[src/rtl/pipeline_hazard_ctrl_pkg.sv]
// Shared types and constants for the 5-stage pipeline hazard controller:
// FSM state encoding, forwarding select codes and a register-match helper.
package pipe_ctrl_pkg;

  typedef enum logic [1:0] {
    RUN      = 2'd0,
    MEM_WAIT = 2'd1,
    ERROR    = 2'd2
  } state_t;

  typedef logic [1:0] fwd_sel_t;

  localparam fwd_sel_t FWD_RF  = 2'b00;
  localparam fwd_sel_t FWD_EXM = 2'b10;
  localparam fwd_sel_t FWD_WB  = 2'b01;

  localparam int REG_W  = 5;
  localparam int WAIT_W = 10;

  // True when a writing stage targets a real register (not x0) that matches rs.
  function automatic logic reg_match(input logic             wr,
                                     input logic [REG_W-1:0] rd,
                                     input logic [REG_W-1:0] rs);
    return wr && (rd != '0) && (rd == rs);
  endfunction

endpackage

[src/rtl/pipeline_hazard_ctrl_if.sv]
// Pipeline-side bundle: register fields and memory handshake in, stage
// enables / flushes / forwarding selects out.
interface pipeline_hazard_ctrl_if;

  logic [4:0] ifid_rs1;
  logic [4:0] ifid_rs2;
  logic [4:0] idex_rs1;
  logic [4:0] idex_rs2;
  logic [4:0] idex_rd;
  logic       idex_memread;
  logic [4:0] exm_rd;
  logic       exm_regwrite;
  logic [4:0] mwb_rd;
  logic       mwb_regwrite;
  logic       branch_taken;
  logic       dmem_req;
  logic       dmem_ack;

  logic       pc_write;
  logic       ifid_write;
  logic       idex_write;
  logic       exm_write;
  logic       ifid_flush;
  logic       idex_flush;
  logic       exm_flush;
  logic       idex_bubble;
  logic       mwb_bubble;
  logic [1:0] fwd_a;
  logic [1:0] fwd_b;

  modport master (
    output ifid_rs1, ifid_rs2, idex_rs1, idex_rs2, idex_rd, idex_memread,
           exm_rd, exm_regwrite, mwb_rd, mwb_regwrite,
           branch_taken, dmem_req, dmem_ack,
    input  pc_write, ifid_write, idex_write, exm_write,
           ifid_flush, idex_flush, exm_flush, idex_bubble, mwb_bubble,
           fwd_a, fwd_b
  );

  modport slave (
    input  ifid_rs1, ifid_rs2, idex_rs1, idex_rs2, idex_rd, idex_memread,
           exm_rd, exm_regwrite, mwb_rd, mwb_regwrite,
           branch_taken, dmem_req, dmem_ack,
    output pc_write, ifid_write, idex_write, exm_write,
           ifid_flush, idex_flush, exm_flush, idex_bubble, mwb_bubble,
           fwd_a, fwd_b
  );

endinterface

[src/rtl/pipeline_hazard_ctrl_fwd.sv]
// EX-stage operand forwarding select for one source register; the younger
// EX_MEM result takes precedence over the WB write data.
module forwarding_unit
  import pipe_ctrl_pkg::*;
(
  input  logic [REG_W-1:0] rs,
  input  logic [REG_W-1:0] exm_rd,
  input  logic             exm_regwrite,
  input  logic [REG_W-1:0] mwb_rd,
  input  logic             mwb_regwrite,
  output fwd_sel_t         fwd_sel
);

  always_comb begin
    fwd_sel = FWD_RF;
    if (reg_match(exm_regwrite, exm_rd, rs)) begin
      fwd_sel = FWD_EXM;
    end else if (reg_match(mwb_regwrite, mwb_rd, rs)) begin
      fwd_sel = FWD_WB;
    end
  end

endmodule

[src/rtl/pipeline_hazard_ctrl.sv]
// Hazard and sequencing controller: memory wait-state FSM with timeout,
// branch flush, load-use stall, operand forwarding and performance counters.
module pipeline_hazard_ctrl
  import pipe_ctrl_pkg::*;
#(
  parameter int CNT_W   = 32,
  parameter int TIMEOUT = 255
) (
  input  logic                 clk,
  input  logic                 reset,
  pipeline_hazard_ctrl_if.slave hz,
  output logic [CNT_W-1:0]     stall_cycles,
  output logic [CNT_W-1:0]     flush_events,
  output logic                 mem_err
);

  localparam logic [WAIT_W-1:0] TIMEOUT_CNT = WAIT_W'(TIMEOUT);

  state_t            state_reg, state_next;
  logic [WAIT_W-1:0] wait_cnt_reg, wait_cnt_next;
  logic [CNT_W-1:0]  stall_cycles_reg, stall_cycles_next;
  logic [CNT_W-1:0]  flush_events_reg, flush_events_next;
  logic              mem_err_reg, mem_err_next;

  logic freeze;
  logic load_use;
  logic pc_write, ifid_write, idex_write, exm_write;
  logic ifid_flush, idex_flush, exm_flush;
  logic idex_bubble, mwb_bubble;

  // ------------------------------------------------------------------
  // Forwarding: one unit per ALU operand
  // ------------------------------------------------------------------
  logic [REG_W-1:0] fwd_rs  [2];
  fwd_sel_t         fwd_sel [2];

  assign fwd_rs[0] = hz.idex_rs1;
  assign fwd_rs[1] = hz.idex_rs2;

  generate
    for (genvar gi = 0; gi < 2; gi++) begin : g_fwd
      forwarding_unit u_fwd (
        .rs           (fwd_rs[gi]),
        .exm_rd       (hz.exm_rd),
        .exm_regwrite (hz.exm_regwrite),
        .mwb_rd       (hz.mwb_rd),
        .mwb_regwrite (hz.mwb_regwrite),
        .fwd_sel      (fwd_sel[gi])
      );
    end
  endgenerate

  assign hz.fwd_a = fwd_sel[0];
  assign hz.fwd_b = fwd_sel[1];

  // ------------------------------------------------------------------
  // Hazard detection
  // ------------------------------------------------------------------
  assign load_use = reg_match(hz.idex_memread, hz.idex_rd, hz.ifid_rs1) ||
                    reg_match(hz.idex_memread, hz.idex_rd, hz.ifid_rs2);

  // The ack cycle of a wait already releases the pipeline.
  always_comb begin
    freeze = 1'b0;
    case (state_reg)
      RUN:      freeze = hz.dmem_req && !hz.dmem_ack;
      MEM_WAIT: freeze = !hz.dmem_ack;
      ERROR:    freeze = 1'b1;
      default:  freeze = 1'b0;
    endcase
  end

  // ------------------------------------------------------------------
  // FSM: state register
  // ------------------------------------------------------------------
  always_ff @(posedge clk or negedge reset) begin
    if (!reset) begin
      state_reg    <= RUN;
      wait_cnt_reg <= '0;
    end else begin
      state_reg    <= state_next;
      wait_cnt_reg <= wait_cnt_next;
    end
  end

  // ------------------------------------------------------------------
  // FSM: next state and wait counter
  // ------------------------------------------------------------------
  always_comb begin
    state_next    = state_reg;
    wait_cnt_next = wait_cnt_reg;
    case (state_reg)
      RUN: begin
        if (hz.dmem_req && !hz.dmem_ack) begin
          state_next    = MEM_WAIT;
          wait_cnt_next = WAIT_W'(1);
        end
      end
      MEM_WAIT: begin
        if (hz.dmem_ack) begin
          state_next    = RUN;
          wait_cnt_next = '0;
        end else if (wait_cnt_reg == TIMEOUT_CNT) begin
          state_next    = ERROR;
        end else begin
          wait_cnt_next = wait_cnt_reg + WAIT_W'(1);
        end
      end
      ERROR: begin
        state_next = ERROR;
      end
      default: begin
        state_next    = RUN;
        wait_cnt_next = '0;
      end
    endcase
  end

  // ------------------------------------------------------------------
  // FSM: outputs (freeze > branch flush > load-use stall > normal)
  // ------------------------------------------------------------------
  always_comb begin
    pc_write    = 1'b1;
    ifid_write  = 1'b1;
    idex_write  = 1'b1;
    exm_write   = 1'b1;
    ifid_flush  = 1'b0;
    idex_flush  = 1'b0;
    exm_flush   = 1'b0;
    idex_bubble = 1'b0;
    mwb_bubble  = 1'b0;
    if (freeze) begin
      pc_write   = 1'b0;
      ifid_write = 1'b0;
      idex_write = 1'b0;
      exm_write  = 1'b0;
      mwb_bubble = 1'b1;
    end else if (hz.branch_taken) begin
      ifid_flush = 1'b1;
      idex_flush = 1'b1;
      exm_flush  = 1'b1;
    end else if (load_use) begin
      pc_write    = 1'b0;
      ifid_write  = 1'b0;
      idex_bubble = 1'b1;
    end
  end

  assign hz.pc_write    = pc_write;
  assign hz.ifid_write  = ifid_write;
  assign hz.idex_write  = idex_write;
  assign hz.exm_write   = exm_write;
  assign hz.ifid_flush  = ifid_flush;
  assign hz.idex_flush  = idex_flush;
  assign hz.exm_flush   = exm_flush;
  assign hz.idex_bubble = idex_bubble;
  assign hz.mwb_bubble  = mwb_bubble;

  // ------------------------------------------------------------------
  // Performance counters (saturating) and sticky timeout error
  // ------------------------------------------------------------------
  always_comb begin
    stall_cycles_next = stall_cycles_reg;
    flush_events_next = flush_events_reg;
    if (!pc_write && (stall_cycles_reg != '1)) begin
      stall_cycles_next = stall_cycles_reg + CNT_W'(1);
    end
    if (ifid_flush && (flush_events_reg != '1)) begin
      flush_events_next = flush_events_reg + CNT_W'(1);
    end
    mem_err_next = mem_err_reg || (state_next == ERROR);
  end

  always_ff @(posedge clk or negedge reset) begin
    if (!reset) begin
      stall_cycles_reg <= '0;
      flush_events_reg <= '0;
      mem_err_reg      <= 1'b0;
    end else begin
      stall_cycles_reg <= stall_cycles_next;
      flush_events_reg <= flush_events_next;
      mem_err_reg      <= mem_err_next;
    end
  end

  assign stall_cycles = stall_cycles_reg;
  assign flush_events = flush_events_reg;
  assign mem_err      = mem_err_reg;

endmodule

[src/flat_wrapper.sv]
// flat-port wrapper written by rule: the top's interface ports become plain ports
module pipeline_hazard_ctrl_flat import pipe_ctrl_pkg::*;
#(
  parameter int CNT_W   = 32,
  parameter int TIMEOUT = 255
)
  (clk, reset, stall_cycles, flush_events, mem_err, hz_ifid_rs1, hz_ifid_rs2, hz_idex_rs1, hz_idex_rs2, hz_idex_rd, hz_idex_memread, hz_exm_rd, hz_exm_regwrite, hz_mwb_rd, hz_mwb_regwrite, hz_branch_taken, hz_dmem_req, hz_dmem_ack, hz_pc_write, hz_ifid_write, hz_idex_write, hz_exm_write, hz_ifid_flush, hz_idex_flush, hz_exm_flush, hz_idex_bubble, hz_mwb_bubble, hz_fwd_a, hz_fwd_b);
  pipeline_hazard_ctrl_if hz_i ();
  input  logic clk;
  input  logic reset;
  output logic [CNT_W-1:0] stall_cycles;
  output logic [CNT_W-1:0] flush_events;
  output logic mem_err;
  input wire logic [$bits(hz_i.ifid_rs1)-1:0] hz_ifid_rs1;
  input wire logic [$bits(hz_i.ifid_rs2)-1:0] hz_ifid_rs2;
  input wire logic [$bits(hz_i.idex_rs1)-1:0] hz_idex_rs1;
  input wire logic [$bits(hz_i.idex_rs2)-1:0] hz_idex_rs2;
  input wire logic [$bits(hz_i.idex_rd)-1:0] hz_idex_rd;
  input wire logic [$bits(hz_i.idex_memread)-1:0] hz_idex_memread;
  input wire logic [$bits(hz_i.exm_rd)-1:0] hz_exm_rd;
  input wire logic [$bits(hz_i.exm_regwrite)-1:0] hz_exm_regwrite;
  input wire logic [$bits(hz_i.mwb_rd)-1:0] hz_mwb_rd;
  input wire logic [$bits(hz_i.mwb_regwrite)-1:0] hz_mwb_regwrite;
  input wire logic [$bits(hz_i.branch_taken)-1:0] hz_branch_taken;
  input wire logic [$bits(hz_i.dmem_req)-1:0] hz_dmem_req;
  input wire logic [$bits(hz_i.dmem_ack)-1:0] hz_dmem_ack;
  output wire logic [$bits(hz_i.pc_write)-1:0] hz_pc_write;
  output wire logic [$bits(hz_i.ifid_write)-1:0] hz_ifid_write;
  output wire logic [$bits(hz_i.idex_write)-1:0] hz_idex_write;
  output wire logic [$bits(hz_i.exm_write)-1:0] hz_exm_write;
  output wire logic [$bits(hz_i.ifid_flush)-1:0] hz_ifid_flush;
  output wire logic [$bits(hz_i.idex_flush)-1:0] hz_idex_flush;
  output wire logic [$bits(hz_i.exm_flush)-1:0] hz_exm_flush;
  output wire logic [$bits(hz_i.idex_bubble)-1:0] hz_idex_bubble;
  output wire logic [$bits(hz_i.mwb_bubble)-1:0] hz_mwb_bubble;
  output wire logic [$bits(hz_i.fwd_a)-1:0] hz_fwd_a;
  output wire logic [$bits(hz_i.fwd_b)-1:0] hz_fwd_b;
  assign hz_i.ifid_rs1 = hz_ifid_rs1;
  assign hz_i.ifid_rs2 = hz_ifid_rs2;
  assign hz_i.idex_rs1 = hz_idex_rs1;
  assign hz_i.idex_rs2 = hz_idex_rs2;
  assign hz_i.idex_rd = hz_idex_rd;
  assign hz_i.idex_memread = hz_idex_memread;
  assign hz_i.exm_rd = hz_exm_rd;
  assign hz_i.exm_regwrite = hz_exm_regwrite;
  assign hz_i.mwb_rd = hz_mwb_rd;
  assign hz_i.mwb_regwrite = hz_mwb_regwrite;
  assign hz_i.branch_taken = hz_branch_taken;
  assign hz_i.dmem_req = hz_dmem_req;
  assign hz_i.dmem_ack = hz_dmem_ack;
  assign hz_pc_write = hz_i.pc_write;
  assign hz_ifid_write = hz_i.ifid_write;
  assign hz_idex_write = hz_i.idex_write;
  assign hz_exm_write = hz_i.exm_write;
  assign hz_ifid_flush = hz_i.ifid_flush;
  assign hz_idex_flush = hz_i.idex_flush;
  assign hz_exm_flush = hz_i.exm_flush;
  assign hz_idex_bubble = hz_i.idex_bubble;
  assign hz_mwb_bubble = hz_i.mwb_bubble;
  assign hz_fwd_a = hz_i.fwd_a;
  assign hz_fwd_b = hz_i.fwd_b;
  pipeline_hazard_ctrl #(.CNT_W(CNT_W), .TIMEOUT(TIMEOUT)) u_core (.clk(clk), .reset(reset), .hz(hz_i), .stall_cycles(stall_cycles), .flush_events(flush_events), .mem_err(mem_err));
endmodule
[config.mk]
export PLATFORM = sky130hd
export DESIGN_NAME = pipeline_hazard_ctrl_flat
export DESIGN_NICKNAME = d
export VERILOG_FILES = /design/src/rtl/pipeline_hazard_ctrl_pkg.sv /design/src/rtl/pipeline_hazard_ctrl_if.sv /design/src/rtl/pipeline_hazard_ctrl_fwd.sv /design/src/rtl/pipeline_hazard_ctrl.sv /design/src/flat_wrapper.sv
export SDC_FILE = /design/constraint.sdc
export NUM_CORES = 1
export LEC_CHECK = 0
export ABC_AREA = 0
export ABC_CLOCK_PERIOD_IN_PS = 5550
export CORE_MARGIN = 4
export CORE_UTILIZATION = 35
export CTS_CLUSTER_DIAMETER = 100
export DETAILED_ROUTE_END_ITERATION = 7
export PLACE_DENSITY_LB_ADDON = 0.05
export SLEW_MARGIN = 20
export SYNTH_ARGS = -nofsm -noshare
export SYNTH_HDL_FRONTEND = slang
export SYNTH_HIERARCHICAL = 1
export SYNTH_SLANG_ARGS = --single-unit
export TNS_END_PERCENT = 5
[constraint.sdc]
create_clock -name clk -period 5.55 [get_ports clk]
set_input_delay 1.11 -clock clk [delete_from_list [all_inputs] [get_ports clk]]
set_output_delay 1.11 -clock clk [all_outputs]
set_load 0.005 [all_outputs]
# Word-level counts from Yosys, hierarchy flattened
# Cells that the tools add are included.
[op_classes] n_eq_ne=14 mux=23 add_sub_neg=3 n_bitwise=1 reduce_logical=21
[ops] operator="$add 32x1->32 const B" count=2
[ops] operator="$ne 32x32->1 const B" count=2
[ops] operator="$eq 5x5->1" count=6
[ops] operator="$mux 10" count=3
[ops] operator="$pmux 10 s3" count=1
[ops] operator="$reduce_bool 5->1" count=3
[ops] operator="$logic_and 1x1->1" count=12
[ops] operator="$mux 1" count=12
[ops] operator="$add 10x1->10 const B" count=1
[ops] operator="$eq 10x8->1 const B" count=1
[ops] operator="$mux 2" count=5
[ops] operator="$pmux 2 s3" count=1
[ops] operator="$eq 2x2->1 const B" count=2
[ops] operator="$ne 3x3->1 const B" count=1
[ops] operator="$pmux 1 s3" count=1
[ops] operator="$reduce_and 3->1" count=1
[ops] operator="$eq 2x1->1 const B" count=1
[ops] operator="$logic_not 1->1" count=2
[ops] operator="$logic_not 2->1" count=1
[ops] operator="$logic_or 1x1->1" count=2
[ops] operator="$ne 2x1->1 const B" count=1
[ops] operator="$not 1->1" count=1
[totals] wordCells=67 inputBits=43 output_inout_bits=78 regBits=77

# Longest topological paths before layout
# Gate-level depths: netlist of the first run.
[depth] word_depth=9 ltp_mapped=9 depth_no_buf=7

# Modules after synthesis
# The synthesis of the first run kept the hierarchy.
[by_module_without_submodules] module="pipeline_hazard_ctrl" seq_area_each_um2=1926.8 n_inst=1 area_each_um2=3957.5 cells_per_inst=378
[by_module_without_submodules] module="forwarding_unit" seq_area_each_um2=0.0 n_inst=2 area_each_um2=151.4 cells_per_inst=20

# Least setup slack after synthesis of the first run
# No wires, ideal clock.
[synth_path] path_type="input -> output" from="in hz_idex_rd[1]" to="out hz_pc_write" cell_stages=7 t_arrival_ns=2.303 path_buffers=2 required_ns=4.440 setup_slack_ns=2.137 cell_sequence="or4_1 > nor2_1 > nor3b_1 > a21o_1 > buf_2 > inv_1 > buf_4"
[synth_via] elab_chain_cells=7 word_cells_on_any_way=10 cone_classes="eq/ne: 2; mux: 3; reduce/logical: 5"
[synth_rtl] element="start, declared" line_no="flat_wrapper.sv:18" rtl="input wire logic [$bits(hz_i.idex_rd)-1:0] hz_idex_rd;"
[synth_rtl] element="$reduce_bool 5->1" line_no="pipeline_hazard_ctrl_pkg.sv:24" rtl="return wr && (rd != '0) && (rd == rs);"
[synth_rtl] element="$logic_and 1x1->1 (2 in series)" line_no="pipeline_hazard_ctrl_pkg.sv:24"
[synth_rtl] element="$logic_or 1x1->1 (*)" line_no="pipeline_hazard_ctrl.sv:59" rtl="assign load_use = reg_match(hz.idex_memread, hz.idex_rd, hz.ifid_rs1) ||"
[synth_rtl] element="$mux 1 (*) (3 in series)"
[synth_rtl] element="end, declared" line_no="flat_wrapper.sv:27" rtl="output wire logic [$bits(hz_i.pc_write)-1:0] hz_pc_write;"
# Mark *: on every way between the ends. The rest lies on a longest branch, timed or not.

# Worst setup path in the final report of the first run
[layout_path] from="in hz_idex_rd[1]" to="out hz_ifid_write"
[layout_via] elab_chain_cells=7 word_cells_on_any_way=10 cone_classes="eq/ne: 2; mux: 3; reduce/logical: 5"
[layout_rtl] element="$reduce_bool 5->1" line_no="pipeline_hazard_ctrl_pkg.sv:24"
[layout_rtl] element="$logic_and 1x1->1 (2 in series)" line_no="pipeline_hazard_ctrl_pkg.sv:24"
[layout_rtl] element="$logic_or 1x1->1 (*)" line_no="pipeline_hazard_ctrl.sv:59"
[layout_rtl] element="$mux 1 (*)" line_no="pipeline_hazard_ctrl.sv:142" rtl="end else if (load_use) begin"
[layout_rtl] element="$mux 1 (*)" line_no="pipeline_hazard_ctrl.sv:138" rtl="end else if (hz.branch_taken) begin"
[layout_rtl] element="$mux 1 (*)" line_no="pipeline_hazard_ctrl.sv:132" rtl="if (freeze) begin"
[layout_rtl] element="end, declared" line_no="flat_wrapper.sv:28" rtl="output wire logic [$bits(hz_i.ifid_write)-1:0] hz_ifid_write;"
# Marks and branches as above.

==> results of run 1 <==
[metrics by stage]
| stage | utilization [%] | total power [W] |
|---|---|---|
| after floorplan | - | 0.000789 |
| after global placement | 46.5 | 0.000959 |
| after detailed placement | 46.5 | 0.000965 |
| after CTS | 49.0 | 0.00157 |
| after global routing | 49.0 | 0.00163 |
| final | 49.0 | 0.00154 |
[worst register-to-register path, delay by kind of cell, from the launching register on]
family,cells,cell delay [ps]
adders and majority gates,1,220
DFF,1,400
muxes,1,330
and+or+nand+nor,5,1490
[worst paths after layout]
check,cells after the start,end
max,7,hz_ifid_write
min,1,u_core/mem_err
max reg2reg,7,u_core/stall_cycles[1]
min reg2reg,1,u_core/mem_err
max in group asynchronous,1,u_core/flush_events[7]
min in group asynchronous,1,u_core/mem_err
[cell usage after synthesis, types with 4 or more instances]
library cell / number
dfrtp_1: 77
xnor2_1: 74
nand2_1: 38
nand3_1: 34
nand4_1: 25
and3_1: 23
nor2_1: 16
xor2_1: 15
o21ai_0: 13
and4_1: 10
nor3_1: 7
and2_1: 5
buf_2: 5
a21oi_1: 4
buf_4: 4
inv_1: 4
nor3_2: 4
[kinds of logic after synthesis]
family | share of synthesized area (%)
adder cells (fa/ha/maj) | 0.881
flip-flops | 45.2
AND/OR/NAND/NOR | 25.9
multiplexers | 0.499
AO/OA/AOI/OAI | 6.64
buffers and inverters | 2.53
XOR/XNOR | 18.3
[cell type report]
| class | instances | area (µm²) | area share (%) |
|---|---|---|---|
| repair buffers | 121 | 1210 | 20.6 |
| well taps | 147 | 184 | 3.13 |
| multi-input cells | 322 | 2230 | 37.9 |
| flip-flops and latches | 77 | 1930 | 32.8 |
| inverters | 5 | 18.8 | 0.320 |
| clock inverters | 6 | 62.6 | 1.07 |
| clock buffers | 10 | 239 | 4.07 |
[cells in the final DEF (no fill, tap or decap), types with 3 or more instances in the layout]
cell	synthesis	layout
nor3_2	4	4
nor3_1	7	7
and4_4	3	3
inv_1	4	4
o21ai_0	13	13
and3_2	3	3
and3_1	23	23
clkinv_2	0	3
nand3_1	34	34
and2_1	5	5
nand4_1	25	25
a21oi_1	4	4
ha_1	3	3
nor2_1	16	16
and4_1	10	10
clkbuf_16	0	9
xor2_1	15	15
dfrtp_1	77	77
o22ai_1	3	3
nand2_1	38	38
xnor2_1	74	74
clkdlybuf4s50_1	0	119
[per-layer routing]
metal	GRT usage [%]	part of all wire, %	up-vias
met5	0	0	-
met2	23.8	45	93
li1	-	-	1721
met3	4.78	6.0	13
met4	6.30	1.5	0
met1	20.5	47	1743
[power breakdown]
part           leakage (nW)  switching, W  internal [W]  total (W)
registers              1.04     0.0000612      0.000607   0.000668
logic                  1.16      0.000114      0.000169   0.000282
clock network         0.152      0.000227      0.000359   0.000586
==> metrics, run 1 <==
RSZ-0062 raised after global routing=no; max-capacitance violation count=0; Finish-stage setup viols=0; Post-synth EDFFs=0; Post-CTS Resized=0; top cells by area, synth=dfrtp_1, xnor2_1, nand3_1; setup ws final=~1400 ps; Async S/R FF share, synth=100%; largest net degree at the start of global routing=78; reg2reg start=u_core/stall_cycles[0]; Setup crit end kind=output pin; max incr delay on CP=about 530 ps; hold_ws=464 ps; Sink Count=77; grt ovf=0; VDD IR max=158 µV; Placed Area=5560 µm²; drt pass-1 iters=4; Place WS=1360 ps; antenna-violating nets left=0; I/O pins=121; Detailed Place HPWL=7600 µm; Fillers=1145; full die area=14000 µm²; clock-pin slew on the worst setup and hold paths=roughly 60 ps; via density per instance=5.19; Slew Limit Fails=0; synth warn=6; die height=approximately 120 µm; # H-tree levels=3; PortBufs=120; Cell variety after synth=52; critical-path cell list=clkdlybuf4s50_1 > or4_1 > nor2_1 > nor3b_1 > a21o_1 > inv_1 > clkdlybuf4s50_1; CP Class=in2out; post-synth top area cell=dfrtp_1; routability cong.=0.764; Hold Startpoint=u_core/mem_err; R2R setup slack=3000 ps; dpl cells=672; status=finished, final reports clean; number of synthesized register bits=77; Final Skew=approximately 4.3 ps; crit path time final=roughly 4200 ps; initial drt markers=141; syn avg cell area=10.2 µm²; CTS tree=built; wirelength, routed=10700 µm; Slew HR=52.5%; final net count=582; Vias=3570; first-pass GRT wire length=18000 µm; Cells after Synth=418; setup TNS=0 ps; chip width=~120 µm; sequential element share of the synthesized area=45.2%; ratio of cells with drive above 1 in the final layout=just under 8%; startpoint type of the worst setup path=primary input; top cell type's share of synthesized area=45.2%; Post-Layout Cell Count=between 600 and 700; Fmax=0.240 GHz; Syn Nets=between 400 and 500; Req. time, crit path=4440 ps; num rows=40; Worst-Margin Slew=712 ps; GR Util All Layers=between 10% and 20%; P_leak=2.35 nW; Clock Latency Late Sink=around 330 ps; crit-path max FO=3; post-route cell area=about 5900 µm²; CTS Buffer Depth=2; P&R area growth vs syn=37.7%; Mapped Area=between 4000 and 5000 µm²; final worst-path cycle share=75.1%; cell mode on critical path=clkdlybuf4s50_1; CP Data Arrival Time=between 3000 and 4000 ps; post-route DRC violation count=0; Pwr Density=262 nW/µm²; CP Buf/Inv Count=3; core area=around 12000 µm²; count of hold-fix buffers inserted at cts=0; crit-path leading delay family=buffers and inverters; DR WL/cell=15.5 µm; clk root buf=clkbuf_16; worst hold path class=reg2reg; CP startpoint=hz_idex_rd[1]; Worst path slowest cell=or4_1; Initial Util=a little over a third; initial antenna violation count=0; vias in the first global route=3620; TritonCTS buffer count=9; postcts setup bufs=0; Antenna diodes=0; Primary FF master, synth=dfrtp_1; Hold Vio Cnt, Final=0
No activity file was read; power rests on OpenSTA's default activity.
==> run 2, diff against run 1 <==
- ABC_CLOCK_PERIOD_IN_PS: 5550 -> 3700
- clock period: 5.55 -> 3.7 ns (I/O delays scaled with it)
==> run 2 against run 1 <==
Net effect:
- hold slack got worse by 25 ps
- critical path type unchanged
- clock power rose by 57%
- non-clock buffer count rose by 1
- via count fell by 1.1%
- final cell count rose by 0.15%
- sequential cell count did not move
- sequential share of layout area fell by 0.10 points
- die area did not move
- combinational power rose by 49%
- cell area rose by 0.32%
==> metrics, run 2 (same netlist as run 1, synthesis figures left out) <==
post-route DRC violation count=0 (unchanged); TritonCTS buffer count=9 (unchanged); PortBufs=120 (unchanged); Antenna diodes=0 (unchanged); routability cong.=0.791 (+3.6%); Fillers=1150 (+0.44%); ratio of cells with drive above 1 in the final layout=7.75% (-0.014 points); RSZ-0062 raised after global routing=no; startpoint type of the worst setup path=primary input; commonest non-fill, non-tap cell in the layout=clkdlybuf4s50_1; grt ovf=0 (unchanged); antenna-violating nets left=0 (unchanged); Slew HR=52.8% (+0.30 points); postcts setup bufs=0 (unchanged); status=finished, final reports clean; post-layout util=49.2% (+0.16 points); Sink Count=77 (unchanged); final net count=583 (+0.17%); cell count of the worst reg-to-reg path=7 (unchanged); CP Class=in2out; Pwr Total=0.00234 W (+52%); num rows=40 (unchanged); I/O pins=121 (unchanged); footprint of the multi-input gates=2230 µm² (unchanged); Detailed Place HPWL=7640 µm (+0.53%); # H-tree levels=3 (unchanged); count of hold-fix buffers inserted at cts=0 (unchanged); Vias=3532 (-1.1%); Finish-stage setup viols=0 (unchanged); Pwr Density=397 nW/µm² (+52%); die height=118 µm (unchanged); DR WL/cell=15.4 µm (-0.67%); Initial Util=35.6% (unchanged); Worst-Margin Slew=708 ps (-4.56 ps); CP Data Arrival Time=2700 ps (-360 ps); full die area=14000 µm² (unchanged); first-pass GRT wire length=17800 µm (-1.1%); Post-CTS Resized=0 (unchanged); core area=12000 µm² (unchanged); Setup crit end kind=output pin; CTS tree=built; P&R area growth vs syn=38.1%; most frequent cells in the layout=clkdlybuf4s50_1, dfrtp_1, xnor2_1, nand2_1, nand3_1; wirelength, routed=10600 µm (-0.53%); VDD IR max=311 µV (+97%); reg2reg start=u_core/stall_cycles[0]; initial antenna violation count=0 (unchanged); max-capacitance violation count=0 (unchanged); Hold Vio Cnt, Final=0 (unchanged); Final Skew=5.89 ps (+1.60 ps); final worst-path cycle share=93.0%; worst hold path class=in2async; GR Util All Layers=15.5% (-0.080 points); via density per instance=5.13 (-1.2%); crit-path max FO=3 (unchanged); largest net degree at the start of global routing=78 (unchanged); CTS Buffer Depth=2 (unchanged); chip width=118 µm (unchanged); Slew Limit Fails=0 (unchanged); vias in the first global route=3519 (-2.8%); Req. time, crit path=2960 ps (-1480 ps); crit path time final=3440 ps; drt pass-1 iters=4 (unchanged); clock-pin slew on the worst setup and hold paths=60 ps (about the same); initial drt markers=138 (-2.1%); R2R setup slack=1170 ps (-1830 ps); P_leak=2.35 nW (+0.19%); Storage cell area=1930 µm² (unchanged); Fmax=between 0.2 and 0.3 GHz; Clock Latency Late Sink=340 ps (about the same); clk root buf=clkbuf_16; Critical R2R Capture=u_core/stall_cycles[1]; setup TNS=0 ps (unchanged)
-- run 2: how the worst max path moves through the flow --
stage                        startpoint            end  slack [ps]
after floorplan           hz_idex_rd[1]    hz_pc_write        1030
after global placement    hz_idex_rd[1]  hz_ifid_write         260
after detailed placement  hz_idex_rd[1]  hz_ifid_write         240
after CTS                 hz_idex_rd[1]  hz_ifid_write         240
after global routing      hz_idex_rd[1]  hz_ifid_write         170
final                     hz_idex_rd[1]  hz_ifid_write         260
-- run 2: worst max-delay path, cell delays in order --
cell and delay [ps]:
clkdlybuf4s50_1 470, or4_1 530, nor2_1 100, nor3b_1 70, a21o_1 210, inv_1 90, clkdlybuf4s50_1 500
-- run 2: routing by layer --
layer	share of wire [%]	GRT usage, %
met1	47	20.8
met2	45	23.1
met3	6.6	5.93
met4	1.2	4.62
met5	0	0
-- run 2: metrics by stage --
stage / hold WS [ps] / setup slack, ps / instances / instance area (µm²)
floorplan: 444 / 1030 / 418 / 4260
detailed placement: 460 / 241 / 673 / 5570
CTS: 472 / 240 / 689 / 5880
finish: 439 / 258 / 689 / 5890
global placement: 454 / 264 / 673 / 5570
global route: 499 / 174 / 689 / 5890
-- run 2: power breakdown --
group          switching, W  internal (W)
Combinational      0.000167      0.000253
Sequential        0.0000913      0.000910
Clock              0.000341      0.000577
-- run 2: layout make-up --
cell class,instances,share of cell area [%]
Inverter,5,0.319
Timing Repair Buffer,122,20.7
Multi-Input combinational cell,322,37.8
Tap cell,147,3.12
Clock buffer,13,4.59
Clock inverter,3,0.723
Sequential cell,77,32.7
